`config.mk`:
```
export PLATFORM = sky130hd
export DESIGN_NAME = zigzag_inverso
export DESIGN_NICKNAME = d
export VERILOG_FILES = /design/src/rtl/zigzag_pkg.sv /design/src/rtl/zigzag_bank.sv /design/src/rtl/zigzag_inverso.sv
export SDC_FILE = /design/constraint.sdc
export NUM_CORES = 1
export LEC_CHECK = 0
export ABC_AREA = 1
export CORE_UTILIZATION = 45
export DETAILED_ROUTE_END_ITERATION = 10
export GPL_TIMING_DRIVEN = 0
export HOLD_SLACK_MARGIN = 0.15
export SLEW_MARGIN = 0
export SYNTH_ARGS = -nofsm -noshare
export SYNTH_HDL_FRONTEND = slang
export SYNTH_SLANG_ARGS = --single-unit
```
`constraint.sdc`:
```
create_clock -name clk -period 3.25 [get_ports clk]
set_clock_uncertainty 0.15 [all_clocks]
set_input_delay 0.65 -clock clk [delete_from_list [all_inputs] [get_ports clk]]
set_output_delay 0.65 -clock clk [all_outputs]
set_load 0.01 [all_outputs]
```
`src/rtl/zigzag_pkg.sv`:
```
// zigzag_pkg: shared types, width defaults and scan tables for the inverse zig-zag stage.
// The field scan table is only used by designs built with ZIGZAG_FIELD_SCAN_EN.
package zigzag_pkg;

  localparam int COEF_W_DEFAULT = 16;
  localparam int QP_W_DEFAULT   = 6;

  typedef logic signed [COEF_W_DEFAULT-1:0] coef_t;
  typedef logic [3:0]                       pos_t;

  // Raster position (row*4+col) of the coefficient arriving at each scan index.
  localparam pos_t SCAN_FRAME [16] = '{
    4'd0, 4'd1, 4'd4,  4'd8,  4'd5,  4'd2,  4'd3,  4'd6,
    4'd9, 4'd12, 4'd13, 4'd10, 4'd7, 4'd11, 4'd14, 4'd15
  };

  localparam pos_t SCAN_FIELD [16] = '{
    4'd0, 4'd4, 4'd1,  4'd8,  4'd12, 4'd5,  4'd9,  4'd13,
    4'd2, 4'd6, 4'd10, 4'd14, 4'd3,  4'd7,  4'd11, 4'd15
  };

  // Raster destination of scan index idx for the selected scan pattern.
  function automatic pos_t scan_pos(input logic field, input pos_t idx);
    pos_t p;
    if (field) p = SCAN_FIELD[idx];
    else       p = SCAN_FRAME[idx];
    return p;
  endfunction

endpackage

```
`src/rtl/zigzag_bank.sv`:
```
// zigzag_bank: one 16-entry coefficient bank, written at a raster position and
// read combinationally at a raster index. Contents are not reset.
module zigzag_bank
  import zigzag_pkg::*;
#(
  parameter int W = COEF_W_DEFAULT
) (
  input  logic         clk,
  input  logic         we,
  input  pos_t         wr_pos,
  input  logic [W-1:0] wr_data,
  input  pos_t         rd_idx,
  output logic [W-1:0] rd_data
);

  logic [W-1:0] mem [16];

  genvar gi;
  generate
    for (gi = 0; gi < 16; gi++) begin : g_entry
      // Each entry captures the incoming coefficient when addressed.
      always_ff @(posedge clk) begin
        if (we && (wr_pos == pos_t'(gi))) begin
          mem[gi] <= wr_data;
        end
      end
    end
  endgenerate

  assign rd_data = mem[rd_idx];

endmodule

```
`src/rtl/zigzag_inverso.sv`:
```
// zigzag_inverso: reorders 4x4 blocks from scan order into raster order through a
// two-bank ping-pong buffer and streams them out with position and QP.
// Optional build macro: ZIGZAG_FIELD_SCAN_EN adds field_mode and the field scan.
module zigzag_inverso
  import zigzag_pkg::*;
#(
  parameter int COEF_W = COEF_W_DEFAULT,
  parameter int QP_W   = QP_W_DEFAULT
) (
  input  logic              clk,
  input  logic              rst_n,
  input  logic              flush,
  input  logic              in_valid,
  output logic              in_ready,
  input  logic [COEF_W-1:0] in_coef,
  input  logic [QP_W-1:0]   in_qp,
  output logic              out_valid,
  input  logic              out_ready,
  output logic [COEF_W-1:0] out_coef,
  output logic [3:0]        out_pos,
  output logic [QP_W-1:0]   out_qp,
  output logic              out_last
`ifdef ZIGZAG_FIELD_SCAN_EN
  ,
  input  logic              field_mode
`endif
);

  logic [1:0]        full;
  logic              wr_bank;
  logic              rd_bank;
  pos_t              wr_idx;
  pos_t              rd_idx;
  logic [QP_W-1:0]   qp_reg [2];
  logic [COEF_W-1:0] rd_data [2];

  logic wr_fire;
  logic rd_fire;
  logic wr_done;
  logic rd_done;
  logic field_cur;
  pos_t wr_pos;

  // Handshakes; flush cancels any transfer offered in the same cycle.
  assign in_ready  = !full[wr_bank];
  assign out_valid = full[rd_bank];
  assign wr_fire   = in_valid && in_ready && !flush;
  assign rd_fire   = out_valid && out_ready && !flush;
  assign wr_done   = wr_fire && (wr_idx == 4'd15);
  assign rd_done   = rd_fire && (rd_idx == 4'd15);

`ifdef ZIGZAG_FIELD_SCAN_EN
  logic [1:0] field_reg;

  // The first coefficient of a block uses field_mode directly; later ones use the stored copy.
  assign field_cur = (wr_idx == 4'd0) ? field_mode : field_reg[wr_bank];

  // Scan selection is captured per bank together with the first coefficient.
  always_ff @(posedge clk or negedge rst_n) begin
    if (!rst_n) begin
      field_reg <= '0;
    end else if (wr_fire && (wr_idx == 4'd0)) begin
      field_reg[wr_bank] <= field_mode;
    end
  end
`else
  assign field_cur = 1'b0;
`endif

  assign wr_pos = scan_pos(field_cur, wr_idx);

  genvar gi;
  generate
    for (gi = 0; gi < 2; gi++) begin : g_bank
      logic bank_we;
      assign bank_we = wr_fire && (wr_bank == 1'(gi));

      zigzag_bank #(
        .W(COEF_W)
      ) u_bank (
        .clk     (clk),
        .we      (bank_we),
        .wr_pos  (wr_pos),
        .wr_data (in_coef),
        .rd_idx  (rd_idx),
        .rd_data (rd_data[gi])
      );
    end
  endgenerate

  // QP is latched per bank with scan index 0 and held until that bank is rewritten.
  always_ff @(posedge clk or negedge rst_n) begin
    if (!rst_n) begin
      qp_reg <= '{default: '0};
    end else if (wr_fire && (wr_idx == 4'd0)) begin
      qp_reg[wr_bank] <= in_qp;
    end
  end

  // Full flags: the write side fills one bank while the read side empties the other.
  always_ff @(posedge clk or negedge rst_n) begin
    if (!rst_n) begin
      full <= '0;
    end else if (flush) begin
      full <= '0;
    end else begin
      if (wr_done) full[wr_bank] <= 1'b1;
      if (rd_done) full[rd_bank] <= 1'b0;
    end
  end

  // Write pointer: walks the scan index and swaps banks after the 16th coefficient.
  always_ff @(posedge clk or negedge rst_n) begin
    if (!rst_n) begin
      wr_bank <= 1'b0;
      wr_idx  <= '0;
    end else if (flush) begin
      wr_bank <= 1'b0;
      wr_idx  <= '0;
    end else if (wr_fire) begin
      if (wr_idx == 4'd15) begin
        wr_bank <= !wr_bank;
        wr_idx  <= '0;
      end else begin
        wr_idx <= wr_idx + 4'd1;
      end
    end
  end

  // Read pointer: walks raster order and swaps banks after position 15.
  always_ff @(posedge clk or negedge rst_n) begin
    if (!rst_n) begin
      rd_bank <= 1'b0;
      rd_idx  <= '0;
    end else if (flush) begin
      rd_bank <= 1'b0;
      rd_idx  <= '0;
    end else if (rd_fire) begin
      if (rd_idx == 4'd15) begin
        rd_bank <= !rd_bank;
        rd_idx  <= '0;
      end else begin
        rd_idx <= rd_idx + 4'd1;
      end
    end
  end

  // Outputs come straight from state, so they hold while the consumer stalls.
  // The coefficient is zeroed when idle since the banks themselves are never reset.
  assign out_coef = out_valid ? rd_data[rd_bank] : '0;
  assign out_pos  = rd_idx;
  assign out_qp   = qp_reg[rd_bank];
  assign out_last = (rd_idx == 4'd15);

endmodule

```
==> flow_summary.rst, run 1 <==
.. list-table::
   :header-rows: 1

   * - Metric
     - Value
   * - Run status
     - complete, but fails checks
   * - Failing checks
     - negative setup slack
   * - Number of max-slew violations in the final report
     - 0
   * - Number of clock buffers inserted by TritonCTS
     - 56
   * - Antenna violations before repair
     - 2
   * - Worst reg2reg startpoint
     - wr_idx[0]
   * - Sequential cell area in the final layout
     - 16000 µm²
   * - Slack of the critical path
     - -99.0 ps
   * - Fillers
     - 4164
   * - Post-Syn Nets
     - 2264
   * - Count of vias placed by the detailed router
     - 17000
   * - Boundary Pins
     - 56
   * - Worst hold slack across all endpoints
     - 331 ps
   * - Clock latency at the later pin of the worst-skew pair
     - 630 ps
   * - Worst R2R Path Depth
     - 10
   * - Starting density of the core
     - 0.458
   * - Root Buffer
     - sky130_fd_sc_hd__clkbuf_16
   * - Core box area
     - 51600 µm²
   * - Pin count of the biggest net entering global routing
     - 33
   * - Crit-path max FO
     - 10
   * - Worst slew slack as a fraction of its limit
     - 0.0148
   * - HPWL Detailed
     - 48500 µm
   * - Synthesized instance count
     - 2228
   * - Number of levels in the clock H-tree
     - 2
   * - Number of enable-type register cells in the synthesized netlist
     - 512
   * - Remaining antenna violation count
     - 0
   * - Clock period minus worst slack
     - 3350 ps
   * - Worst setup endpoint
     - out_coef[14]
   * - Drt first-iter violations
     - 2126
   * - Average via count per standard cell
     - 5.46
   * - Main flop type after synthesis
     - sky130_fd_sc_hd__edfxtp_1
   * - Total track usage
     - 0.282
   * - Distinct cell type count after synthesis
     - 34
   * - Number of flip-flops in the largest register
     - 512
   * - Die W
     - 231 µm
   * - Rows
     - 83
   * - Area Growth Syn to Fin
     - 25.2%
   * - Launch point of the critical path
     - out_pos[1]
   * - Post-Route WL
     - 74900 µm
   * - Core Util, Final
     - 0.574
   * - Die Span Y
     - 231 µm
   * - Final hold violations
     - 0
   * - Required time of the critical path
     - 2450 ps
   * - Total standard cell area after synthesis
     - 23700 µm²
   * - Total Nets Final
     - 2421
   * - Reg clk slew, reported paths
     - 60 ps
   * - Number of cells on the worst hold path
     - 2
   * - Post-route clock period utilization
     - 1.03
   * - Wirelength per Cell
     - 24.1 µm
   * - Area of combinational cells with multiple inputs
     - 7200 µm²
   * - Flop and latch count out of synthesis
     - 536
   * - Nature of the critical path startpoint
     - flip-flop
   * - Fmax
     - 0.299 GHz
   * - Setup repair after global routing missed its margin
     - yes
   * - Least-Margin Pin Slew
     - 1470 ps
   * - Clock sink total
     - 536
   * - Critical path class
     - reg2out
   * - Drt first pass iters
     - 6
   * - Maximum buffer depth of the clock tree
     - 3
   * - Pleak
     - 11.9 nW
   * - Remaining global-route overflow
     - 0
   * - Synth async-reset ratio
     - 0.0448
   * - # DRC
     - 0
   * - Final-report setup violation count
     - 16
   * - Power density relative to cell area
     - 551 nW/µm²
   * - Share of layout cells above drive strength 1
     - 0.260
   * - TritonCTS clock tree
     - built
   * - Maximum capacitance violations
     - 0
   * - Via count of the first global-routing pass
     - 16200
   * - Wire length of the first global-routing pass
     - 108000 µm
   * - Average instance area after synthesis
     - 10.6 µm²
   * - Kind of end point of the critical path
     - primary output
   * - Area of the die
     - 53500 µm²
   * - Capture point of the worst reg-to-reg path
     - g_bank[0].u_bank.mem[6][6]
   * - Part of the Yosys area used for sequential elements
     - 0.675
   * - Number of synthesis warnings
     - 0
   * - GPL Wtd Cong
     - 0.978
   * - R2R Setup Slk
     - 160 ps
   * - Worst Hold Class
     - reg2reg
   * - Max VDD drop
     - 362 µV
   * - Data arrival at the endpoint of the critical path
     - 2550 ps
   * - Number of port buffers
     - 55
[cell families (layout without fill, tap and decap cells)]
group,count (synthesis),count (layout),synth area share
flops,536,536,0.675
xor+xnor,2,2,0.000740
fa+ha+maj,9,9,0.00476
buf+inv,449,651,0.0850
simple gates,1163,1163,0.215
other cells,0,1,0
compound gates,69,69,0.0191
[layout make-up]
cell class | instances | area share
Timing Repair Buffer | 100 | 0.0449
Tap cell | 680 | 0.0287
Multi-Input combinational cell | 1243 | 0.243
Antenna cell | 1 | 0.0000845
Clock inverter | 36 | 0.00988
Sequential cell | 536 | 0.539
Inverter | 333 | 0.0427
Clock buffer | 67 | 0.0494
Buffer | 115 | 0.0420
[cells in the final DEF, fill, tap and decap left out, drive strengths merged]
master and instances:
nand4 2, clkinv 29, nor2 81, xor2 1, clkbuf 92, o21ai 42, o211ai 16, buf 166
a21oi 6, nand2 607, bufinv 5, dfrtp 24, o22ai 3, clkinvlp 1, nand3 392, ha 9
a31oi 1, edfxtp 512, or2 81, clkdlybuf4s50 24, inv 334, o31ai 1, diode 1, xnor2 1
[what timing repair did]
item                                    in CTS  in global routing
endpoints found under the setup margin      23                 37
pin swaps                                   74                 93
cloned                                       6                  3
setup buffers                                4                  0
resized for setup                          436                140
hold buffers                                 0                  0
[per-stage QoR]
step | setup WS, ps | area [µm²] | TNS (ps) | cells | power (mW)
2_1_floorplan | 573 | 23700 | 0 | 2228 | 8.83
3_3_place_gp | -699 | 25100 | -264400 | 2963 | 9.59
3_5_place_dp | -457 | 25700 | -7600 | 2996 | 9.61
4_1_cts | -91.3 | 29000 | -1010 | 3108 | 16.2
5_1_grt | -144 | 29600 | -2050 | 3110 | 16.8
6_report | -99.0 | 29600 | -746 | 3111 | 16.3
[critical path, cell delays in order, from the launching register on]
cell and delay, ps:
sky130_fd_sc_hd__dfrtp_2 480, sky130_fd_sc_hd__buf_6 240, sky130_fd_sc_hd__buf_2 310, sky130_fd_sc_hd__nand3_1 210, sky130_fd_sc_hd__nand3_1 130, sky130_fd_sc_hd__nand3_1 90
sky130_fd_sc_hd__nand3_2 90, sky130_fd_sc_hd__nand2_2 90, sky130_fd_sc_hd__nor2_4 150, sky130_fd_sc_hd__buf_6 120
[synthesized netlist by cell type, types with 3 or more instances]
library cell / n / area share
sky130_fd_sc_hd__nand3_1: 391 / 0.083
sky130_fd_sc_hd__or2_0: 23 / 0.0061
sky130_fd_sc_hd__buf_4: 7 / 0.0022
sky130_fd_sc_hd__or2_2: 44 / 0.012
sky130_fd_sc_hd__buf_2: 54 / 0.011
sky130_fd_sc_hd__nand2_1: 604 / 0.096
sky130_fd_sc_hd__o21ai_2: 13 / 0.0048
sky130_fd_sc_hd__edfxtp_1: 512 / 0.65
sky130_fd_sc_hd__nor2_2: 7 / 0.0019
sky130_fd_sc_hd__buf_1: 11 / 0.0017
sky130_fd_sc_hd__o211ai_1: 16 / 0.0051
sky130_fd_sc_hd__inv_2: 6 / 0.00095
sky130_fd_sc_hd__inv_1: 326 / 0.052
sky130_fd_sc_hd__nor2_1: 74 / 0.012
sky130_fd_sc_hd__buf_6: 29 / 0.014
sky130_fd_sc_hd__ha_1: 9 / 0.0048
sky130_fd_sc_hd__or2_1: 14 / 0.0037
sky130_fd_sc_hd__o21ai_0: 28 / 0.0059
sky130_fd_sc_hd__dfrtp_1: 24 / 0.025
sky130_fd_sc_hd__o22ai_1: 3 / 0.00079
sky130_fd_sc_hd__a21oi_1: 5 / 0.0011
sky130_fd_sc_hd__clkbuf_1: 12 / 0.0019
sky130_fd_sc_hd__nand2_2: 3 / 0.00079
[per-layer routing]
metal / global-route usage / routed length, µm
met5: 0 / 25
met4: 0.0888 / 2310
met3: 0.0453 / 6760
met2: 0.448 / 34900
met1: 0.397 / 31000
[worst min-delay path by stage]
stage,end,start,slack (ps)
global placement,qp_reg[2],qp_reg[2],310
floorplan,full[0],rst_n,200
CTS,qp_reg[5],qp_reg[5],340
finish,qp_reg[5],qp_reg[5],330
detailed placement,qp_reg[5],qp_reg[5],320
global route,g_bank[1].u_bank.mem[7][11],in_coef[11],350
[power breakdown]
part | internal (mW) | switching [mW]
Clock | 3.58 | 2.70
Sequential | 7.62 | 0.0301
Combinational | 0.851 | 1.55
No activity file was read; power rests on OpenSTA's default activity.
==> inputs of run 2 (changes only) <==
Settings changed: CELL_PAD_IN_SITES_DETAIL_PLACEMENT set to 2, CELL_PAD_IN_SITES_GLOBAL_PLACEMENT set to 2, CORE_MARGIN set to 8, CORE_UTILIZATION 45 to 42, PLACE_DENSITY_LB_ADDON set to 0.1.
==> flow_summary.rst, run 2 (synthesis results as in run 1) <==
.. list-table::
   :header-rows: 1

   * - Metric
     - Value
   * - Crit-path max FO
     - 10 (unchanged)
   * - Slack of the critical path
     - -290 ps (was -99.0 ps)
   * - Nature of the critical path startpoint
     - flip-flop (unchanged)
   * - Number of flip-flops in the largest register
     - 512 (unchanged)
   * - Boundary Pins
     - 56 (unchanged)
   * - Clock period minus worst slack
     - 3540 ps (was 3350 ps)
   * - Core box area
     - 56100 µm² (was 51600 µm²)
   * - Sequential cell area in the final layout
     - 16000 µm² (about the same)
   * - Power density relative to cell area
     - 573 nW/µm² (was 551 nW/µm²)
   * - Kind of end point of the critical path
     - primary output (unchanged)
   * - Number of port buffers
     - 55 (unchanged)
   * - Post-Route WL
     - 101000 µm (was 74900 µm)
   * - Rows
     - 87 (was 83)
   * - Leading cell type in the layout, fill and taps excluded
     - sky130_fd_sc_hd__nand2_1 (unchanged)
   * - Average via count per standard cell
     - 5.76 (was 5.46)
   * - Max VDD drop
     - 433 µV (was 362 µV)
   * - Area of the die
     - 64200 µm² (was 53500 µm²)
   * - Wirelength per Cell
     - 31.6 µm (was 24.1 µm)
   * - Critical path class
     - reg2out (unchanged)
   * - Required time of the critical path
     - 2450 ps (about the same)
   * - Drt first pass iters
     - 5 (was 6)
   * - Pin count of the biggest net entering global routing
     - 33 (unchanged)
   * - Starting density of the core
     - 0.422 (was 0.458)
   * - Wire length of the first global-routing pass
     - 141000 µm (was 108000 µm)
   * - Reg clk slew, reported paths
     - 60 ps (about the same)
   * - Share of layout cells above drive strength 1
     - 0.228 (was 0.260)
   * - Final hold violations
     - 0 (unchanged)
   * - Sum of internal, switching and leakage power
     - 16.8 mW (was 16.3 mW)
   * - Total Nets Final
     - 2427 (was 2421)
   * - Via count of the first global-routing pass
     - 20200 (was 16200)
   * - Failing checks
     - negative setup slack (unchanged)
   * - GPL Wtd Cong
     - 0.880 (was 0.978)
   * - Worst slew slack as a fraction of its limit
     - 0.186 (was 0.0148)
   * - Remaining global-route overflow
     - 0 (unchanged)
   * - Clock sink total
     - 536 (unchanged)
   * - Antenna violations before repair
     - 1 (was 2)
   * - Count of vias placed by the detailed router
     - 18400 (was 17000)
   * - Setup repair after global routing missed its margin
     - yes (unchanged)
   * - HPWL Detailed
     - 63100 µm (was 48500 µm)
   * - Number of clock buffers inserted by TritonCTS
     - 59 (was 56)
   * - Least-Margin Pin Slew
     - 1220 ps (was 1470 ps)
   * - # DRC
     - 0 (unchanged)
   * - Maximum buffer depth of the clock tree
     - 3 (unchanged)
   * - Final-report setup violation count
     - 16 (unchanged)
   * - Remaining antenna violation count
     - 0 (unchanged)
   * - Area Growth Syn to Fin
     - 24.0% (was 25.2%)
   * - Die W
     - 253 µm (was 231 µm)
   * - Run status
     - complete, but fails checks (unchanged)
   * - Post-route clock period utilization
     - 1.09 (was 1.03)
   * - Total track usage
     - 0.305 (was 0.282)
   * - Data arrival at the endpoint of the critical path
     - 2740 ps (was 2550 ps)
   * - Worst Hold Class
     - reg2reg (unchanged)
   * - Number of levels in the clock H-tree
     - 2 (unchanged)
   * - Fillers
     - 5513 (was 4164)
   * - Drt first-iter violations
     - 1850 (was 2126)
   * - Die Span Y
     - 253 µm (was 231 µm)
   * - Worst hold slack across all endpoints
     - 333 ps (was 331 ps)
   * - Fmax
     - 0.282 GHz (was 0.299 GHz)
   * - Root Buffer
     - sky130_fd_sc_hd__clkbuf_16 (unchanged)
   * - Maximum capacitance violations
     - 0 (unchanged)
   * - Clock latency at the later pin of the worst-skew pair
     - 620 ps (was 630 ps)
   * - Area of combinational cells with multiple inputs
     - 6790 µm² (was 7200 µm²)
   * - TritonCTS clock tree
     - built (unchanged)
   * - Number of max-slew violations in the final report
     - 0 (unchanged)
   * - Pleak
     - 11.7 nW (was 11.9 nW)
   * - Top library cells by usage in the layout, fill and taps aside
     - sky130_fd_sc_hd__nand2_1 (569), sky130_fd_sc_hd__edfxtp_1 (512), sky130_fd_sc_hd__inv_1 (325) (was sky130_fd_sc_hd__nand2_1 (560), sky130_fd_sc_hd__edfxtp_1 (512), sky130_fd_sc_hd__inv_1 (324))
==> run 2: cell types whose count changed in the layout (fill, tap and decap cells not counted), sizes merged <==
cell           before  now
inv               334  332
clkdlybuf4s15       0    4
clkinv             29   22
clkdlybuf4s50      24   23
diode               1    2
buf               166  180
bufinv              5    4
clkinvlp            1    0
clkbuf             92   93
==> run 2: path summary, 6_finish.rpt <==
kind / start / end / slack [ps] / depth (start not counted)
hold / removal: qp_reg[1] / qp_reg[1] / 330 / 2
max in group asynchronous: rst_n / out_pos[2] / 1540 / 1
setup reg to reg: wr_idx[0] / g_bank[0].u_bank.mem[4][12] / 10 / 10
min in group asynchronous: rst_n / qp_reg[10] / 520 / 1
setup / recovery: out_pos[0] / out_coef[10] / -290 / 11
hold reg to reg: qp_reg[1] / qp_reg[1] / 330 / 2
==> run 2: layout make-up <==
| class | count | share of cell area |
|---|---|---|
| diodes | 2 | 0.000171 |
| plain buffers | 114 | 0.0403 |
| clock buffers | 82 | 0.0551 |
| clock inverters | 25 | 0.00717 |
| inverters | 333 | 0.0431 |
| multi-input cells | 1243 | 0.231 |
| flip-flops and latches | 536 | 0.545 |
| well taps | 756 | 0.0322 |
| repair buffers | 104 | 0.0456 |
==> run 2: routing by layer <==
metal,GRT usage,up-vias,routed length (µm)
met2,0.510,920,49200
li1,-,7669,-
met5,0,-,0
met1,0.384,9554,39000
met4,0.136,0,4250
met3,0.0576,250,8460
==> run 2: power breakdown <==
group / switching [mW] / internal, mW
Clock: 2.90 / 3.76
Combinational: 1.74 / 0.776
Sequential: 0.0360 / 7.62
==> run 2: per-stage QoR <==
stage / setup TNS (ps) / instances / cell area (µm²) / setup WS [ps] / util
detailed placement: -18240 / 3073 / 25800 / -864 / 0.461
floorplan: 0 / 2228 / 23700 / 573 / -
CTS: -2650 / 3185 / 29000 / -238 / 0.517
global placement: -344660 / 3039 / 25200 / -980 / 0.449
finish: -3280 / 3195 / 29300 / -290 / 0.523
global route: -4300 / 3193 / 29300 / -355 / 0.523
==> run 2: repair_timing <==
action | CTS | global route
cloned | 1 | 0
pin swaps | 38 | 11
gates resized for setup | 395 | 80
endpoints found under the setup margin | 49 | 111
buffers inserted | 5 | 9
hold buffers | 0 | 0
endpoints found under the hold margin | 0 | 0
==> run 2: critical path, cell delays in order, from the launching register on <==
cell,delay (ps)
sky130_fd_sc_hd__dfrtp_2,440
sky130_fd_sc_hd__buf_12,170
sky130_fd_sc_hd__buf_12,140
sky130_fd_sc_hd__clkbuf_8,160
sky130_fd_sc_hd__or2_2,300
sky130_fd_sc_hd__nand3_1,100
sky130_fd_sc_hd__nand3_1,100
sky130_fd_sc_hd__nand3_1,170
sky130_fd_sc_hd__nand3_4,130
sky130_fd_sc_hd__nand2_2,120
sky130_fd_sc_hd__nor2_4,50
sky130_fd_sc_hd__clkdlybuf4s15_2,220
==> inputs of run 3 (changes only) <==
Settings changed: CORE_ASPECT_RATIO set to 0.9.
==> flow_summary.rst, run 3 (synthesis results as in run 1) <==
.. list-table::
   :header-rows: 1

   * - Metric
     - Value
   * - Run status
     - complete, but fails checks (unchanged)
   * - Failing checks
     - negative setup slack (unchanged)
   * - Die W
     - 266 µm (was 253 µm)
   * - Boundary Pins
     - 56 (unchanged)
   * - Post-Route WL
     - 96900 µm (was 101000 µm)
   * - Total track usage
     - 0.286 (was 0.305)
   * - Starting density of the core
     - 0.425 (was 0.422)
   * - Number of levels in the clock H-tree
     - 2 (unchanged)
   * - Final-report setup violation count
     - 44 (was 16)
   * - Met2 Use GR
     - 0.485 (was 0.510)
   * - Hold endpoint
     - qp_reg[11] (was qp_reg[1])
   * - Wirelength per Cell
     - 30.4 µm (was 31.6 µm)
   * - Clock period minus worst slack
     - 3530 ps (was 3540 ps)
   * - Nature of the critical path startpoint
     - flip-flop (unchanged)
   * - Rows
     - 82 (was 87)
   * - Power density relative to cell area
     - 575 nW/µm² (was 573 nW/µm²)
   * - Clock sink total
     - 536 (unchanged)
   * - Total Nets Final
     - 2422 (was 2427)
   * - Maximum capacitance violations
     - 0 (unchanged)
   * - Setup repair after global routing missed its margin
     - yes (unchanged)
   * - Slack of the critical path
     - -283 ps (was -290 ps)
   * - Met3 track utilization from global routing
     - 0.0484 (was 0.0576)
   * - Worst slew slack as a fraction of its limit
     - 0.318 (was 0.186)
   * - Worst hold slack across all endpoints
     - 343 ps (was 333 ps)
   * - Busiest metal layer after global routing
     - met2 (unchanged)
   * - Data arrival at the endpoint of the critical path
     - 2730 ps (was 2740 ps)
   * - Clock latency at the later pin of the worst-skew pair
     - 640 ps (was 620 ps)
   * - Area Growth Syn to Fin
     - 23.7% (was 24.0%)
   * - Antenna violations before repair
     - 1 (unchanged)
   * - Global routing usage on met1
     - 0.361 (was 0.384)
   * - Number of clock buffers inserted by TritonCTS
     - 58 (was 59)
   * - Required time of the critical path
     - 2450 ps (about the same)
   * - Number of flip-flops in the largest register
     - 512 (unchanged)
   * - Share of layout cells above drive strength 1
     - 0.229 (was 0.228)
   * - Final hold violations
     - 0 (unchanged)
   * - Core box area
     - 55700 µm² (was 56100 µm²)
   * - Pleak
     - 11.7 nW (about the same)
   * - Area of the die
     - 64200 µm² (about the same)
   * - GPL Wtd Cong
     - 0.917 (was 0.880)
   * - Root Buffer
     - sky130_fd_sc_hd__clkbuf_16 (unchanged)
   * - Number of port buffers
     - 55 (unchanged)
   * - Wire length of the first global-routing pass
     - 132000 µm (was 141000 µm)
   * - Count of vias placed by the detailed router
     - 18000 (was 18400)
   * - R2R Setup Slk
     - -30 ps (was 10 ps)
   * - Reg clk slew, reported paths
     - 60 ps (about the same)
   * - Non-Filler Instances
     - 3187 (was 3195)
   * - Worst Hold Class
     - reg2reg (unchanged)
   * - Via count of the first global-routing pass
     - 19600 (was 20200)
   * - Worst reg2reg startpoint
     - wr_idx[0] (unchanged)
   * - Worst R2R Path Depth
     - 8 (was 10)
   * - Fmax
     - 0.283 GHz (was 0.282 GHz)
   * - Number of max-slew violations in the final report
     - 0 (unchanged)
   * - Pin count of the biggest net entering global routing
     - 33 (unchanged)
   * - Die Span Y
     - 241 µm (was 253 µm)
   * - Critical path class
     - reg2out (unchanged)
   * - Least-Margin Pin Slew
     - 1020 ps (was 1220 ps)
   * - Number of diodes added for antenna fixing
     - 0 (was 2)
   * - Placed cell count
     - 3071 (was 3073)
   * - TritonCTS clock tree
     - built (unchanged)
   * - # DRC
     - 0 (unchanged)
   * - Fillers
     - 5393 (was 5513)
   * - Core Util, Final
     - 0.525 (was 0.523)
   * - Leading cell type in the layout, fill and taps excluded
     - sky130_fd_sc_hd__nand2_1 (unchanged)
   * - Beginning of the worst hold path
     - qp_reg[11] (was qp_reg[1])
   * - Drt first-iter violations
     - 1616 (was 1850)
   * - Drt first pass iters
     - 6 (was 5)
   * - Post-route clock period utilization
     - 1.09 (about the same)
   * - Crit-path max FO
     - 6 (was 10)
   * - Remaining antenna violation count
     - 0 (unchanged)
   * - HPWL Detailed
     - 61500 µm (was 63100 µm)
   * - Top library cells by usage in the layout, fill and taps aside
     - sky130_fd_sc_hd__nand2_1 (577), sky130_fd_sc_hd__edfxtp_1 (512), sky130_fd_sc_hd__inv_1 (325) (was sky130_fd_sc_hd__nand2_1 (569), sky130_fd_sc_hd__edfxtp_1 (512), sky130_fd_sc_hd__inv_1 (325))
   * - Kind of end point of the critical path
     - primary output (unchanged)
   * - Sum of internal, switching and leakage power
     - 16.8 mW (about the same)
   * - Number of cells on the worst hold path
     - 2 (unchanged)
   * - Average via count per standard cell
     - 5.65 (was 5.76)
   * - Remaining global-route overflow
     - 0 (unchanged)
   * - Capture point of the worst reg-to-reg path
     - g_bank[1].u_bank.mem[4][2] (was g_bank[0].u_bank.mem[4][12])
   * - Maximum buffer depth of the clock tree
     - 3 (unchanged)
   * - Max VDD drop
     - 487 µV (was 433 µV)
run 3: cell types whose count changed in the layout (fill, tap and decap cells not counted), moves of 6 or more:
cell | previous run | this run
sky130_fd_sc_hd__o21ai_1 | 6 | 13
sky130_fd_sc_hd__clkinv_1 | 16 | 5
sky130_fd_sc_hd__nor2_4 | 26 | 34
sky130_fd_sc_hd__nand2_2 | 33 | 26
sky130_fd_sc_hd__nand3_2 | 94 | 102
sky130_fd_sc_hd__buf_4 | 41 | 30
sky130_fd_sc_hd__o21ai_0 | 23 | 16
sky130_fd_sc_hd__nor2_2 | 42 | 36
sky130_fd_sc_hd__nand2_1 | 569 | 577
run 3: stage by stage:
| stage | setup WS, ps | area (µm²) | setup TNS, ps |
|---|---|---|---|
| 6_report | -283 | 29300 | -3320 |
| 5_1_grt | -288 | 29300 | -12130 |
| 4_1_cts | -379 | 28200 | -5010 |
| 3_5_place_dp | -827 | 25800 | -23450 |
| 3_3_place_gp | -1030 | 25200 | -373600 |
| 2_1_floorplan | 573 | 23700 | 0 |
run 3: how the worst max path moves through the flow:
stage	slack, ps	cells past startpoint	startpoint	end
after floorplan	570	9	wr_idx[0]	g_bank[1].u_bank.mem[6][0]
after global placement	-1030	7	flush	g_bank[1].u_bank.mem[7][6]
after detailed placement	-830	9	out_pos[2]	out_coef[9]
after CTS	-380	13	out_pos[0]	out_coef[13]
after global routing	-290	13	out_pos[0]	out_coef[6]
final	-280	13	out_pos[0]	out_coef[6]
run 3: worst max-delay path: stages (launching register included):
cell	delay (ps)
sky130_fd_sc_hd__dfrtp_2	450
sky130_fd_sc_hd__buf_12	160
sky130_fd_sc_hd__inv_8	80
sky130_fd_sc_hd__clkbuf_16	200
sky130_fd_sc_hd__clkbuf_16	170
sky130_fd_sc_hd__nand2_1	50
sky130_fd_sc_hd__nand2_1	50
sky130_fd_sc_hd__nand2_1	60
sky130_fd_sc_hd__nand3_1	130
sky130_fd_sc_hd__nand3_2	150
sky130_fd_sc_hd__nand2_2	140
sky130_fd_sc_hd__nor2_2	60
sky130_fd_sc_hd__nor2_4	230
sky130_fd_sc_hd__buf_6	140
run 3: power breakdown:
part	switching, mW	internal [mW]	total, mW
clock	2.88	3.79	6.67
sequential	0.0338	7.62	7.65
combinational	1.72	0.797	2.52
total	4.63	12.2	16.8
run 3: what timing repair did:
item                                    4_1_cts  5_1_grt
buffers inserted                              2        5
gates resized for setup                     228      267
pin swaps                                    11       59
endpoints found under the hold margin         0       24
hold buffers                                  0        1
gates cloned                                  0        4
endpoints found under the setup margin       50      187
run 3: layout make-up:
class / instances / area, µm² / area share
clock buffer: 87 / 1680 / 0.0575
tap: 756 / 946 / 0.0323
timing repair buffer: 99 / 1210 / 0.0413
multi-input combinational: 1243 / 6780 / 0.232
inverter: 333 / 1260 / 0.0430
sequential: 536 / 16000 / 0.546
buffer: 115 / 1240 / 0.0425
clock inverter: 18 / 169 / 0.00577
run 3: routing by layer:
metal  vias to the layer above  part of all wire
met2                       763              0.49
li1                       7642                 -
met4                         0             0.042
met1                      9387              0.40
met3                       217             0.067
met5                         -                 0
==> RTL change, RTL diff (flow settings as in run 3) <==
Set the package constant `QP_W_DEFAULT` to 7 (it was 6).
--- a/src/rtl/zigzag_pkg.sv
+++ b/src/rtl/zigzag_pkg.sv
@@ -4,5 +4,5 @@
 
   localparam int COEF_W_DEFAULT = 16;
-  localparam int QP_W_DEFAULT   = 6;
+  localparam int QP_W_DEFAULT   = 7;
 
   typedef logic signed [COEF_W_DEFAULT-1:0] coef_t;
Ports: changed (resized in_qp and out_qp); port bits go from 56 to 58. No check against the original RTL was run, so the function may have changed too.
==> RTL change against run 3 <==
The run still ends with negative setup slack left; largest cell class unchanged; sequential cell count grew 2; maximum frequency shrank 0.36%; critical path type unchanged; utilization grew 3.5 points; highest routed layer is now met5; area after synthesis is essentially flat; wire length grew 19%; power grew 7.1%; worst setup slack lost 0.013 ns; largest power group unchanged; clock power grew 7.6%; via count grew 8.9%; design area grew 6.6%.
==> RTL change: results (changes against run 3) <==
metric,value,unit,change
status,finished with violations,,
failing checks,negative setup slack,,
Setup TNS,-21.87,ns,-18.55 ns
wire per inst,35.9,microns,+18%
Detailed Place HPWL,63.7,mm,+3.7%
initial antenna violation count,7,,+6
placed insts,3088,,+0.55%
drt total wl,116,mm,+19%
first-pass GRT wire length,145,mm,+9.4%
r2r endpoint,g_bank[0].u_bank.mem[15][10]$_DFFE_PP_,,
FF-to-FF path depth,10,,+2
crit path max fanout,7,,+1
Num CTS Buffers,59,,+1.7%
Mapped Nets,2278,,+0.62%
Min-Delay Path Depth,1,,-1
initial drt markers,2544,,+57%
Hold WS,0.346,ns,+0.00338 ns
"Distinct cells, synth",30,,-12%
fraction of layout cells with a size suffix above 1,31.0,%,+8.1 points
worst setup slack after layout,-0.296,ns,-0.0127 ns
post-synthesis adder-cell area fraction,0.476,%,about the same
vias per cell,6.08,,+7.5%
final setup violation count,290,,+560%
critical path's largest stage delay,0.47,ns,+0.02 ns
largest vdd supply drop,534,uV,+9.5%
asr flop ratio synth,4.83,%,+0.36 points
FF-to-FF setup slack,-0.24,ns,-0.21 ns
WHS Endpoint,g_bank[1].u_bank.mem[2][7]$_DFFE_PP_,,
[RTL change: changes by cell type in the layout (fill, tap and decap cells not counted), sizes merged, moves of 2 or more]
cell / change
clkinv: +9
nand2: +7
o21ai: +2
clkdlybuf4s50: +2
dfrtp: +2
clkbuf: +2
buf: +13
a21oi: +2
bufinv: +4
[RTL change: where the power goes]
part	total, mW	internal [mW]	leakage [nW]	switching, mW
registers	7.69	7.64	4.95	0.0463
clock network	7.18	4.08	0.957	3.10
logic	3.17	1.01	6.48	2.17
total	18.0	12.7	12.4	5.31
[RTL change: what timing repair did]
action,CTS,global route
pin swaps,61,112
resized for setup,466,324
gates cloned,4,7
setup buffers,8,10
hold endpoints to repair,0,26
endpoints found under the setup margin,90,179
hold buffers,0,1
[RTL change: logic make-up after synthesis]
family | after synthesis
adders and majority gates | 9
buffers and inverters | 452
xor gates and xnor gates | 1
and+or+nand+nor | 1169
AOI/OAI and AO/OA | 72
DFF | 538
[RTL change: final cells by class]
type                       count  area [sq um]
buffer                       116          1280
clock buffer                  82          1650
clock inverter                29           313
fill                        5264         24500
inverter                     335          1280
multi-input combinational   1251          8130
sequential                   538         16000
tap                          756           946
timing repair buffer         120          1590
[RTL change: metal layers]
metal	share of wire, %	vias to the layer above	GRT usage [%]	wire length [microns]
li1	-	7753	-	-
met1	38	10200	40.6	43600
met2	47	1312	51.7	54500
met3	9.4	381	5.68	10900
met4	5.8	2	13.6	6710
met5	0.0095	-	0	11
[RTL change: per-stage QoR]
| stage | worst slack [ns] | cell area [sq um] |
|---|---|---|
| after detailed placement | -0.806 | 25800 |
| after global routing | -0.329 | 31200 |
| after floorplan | 0.588 | 23700 |
| after CTS | -0.209 | 29500 |
| after global placement | -0.945 | 25200 |
| final | -0.296 | 31200 |
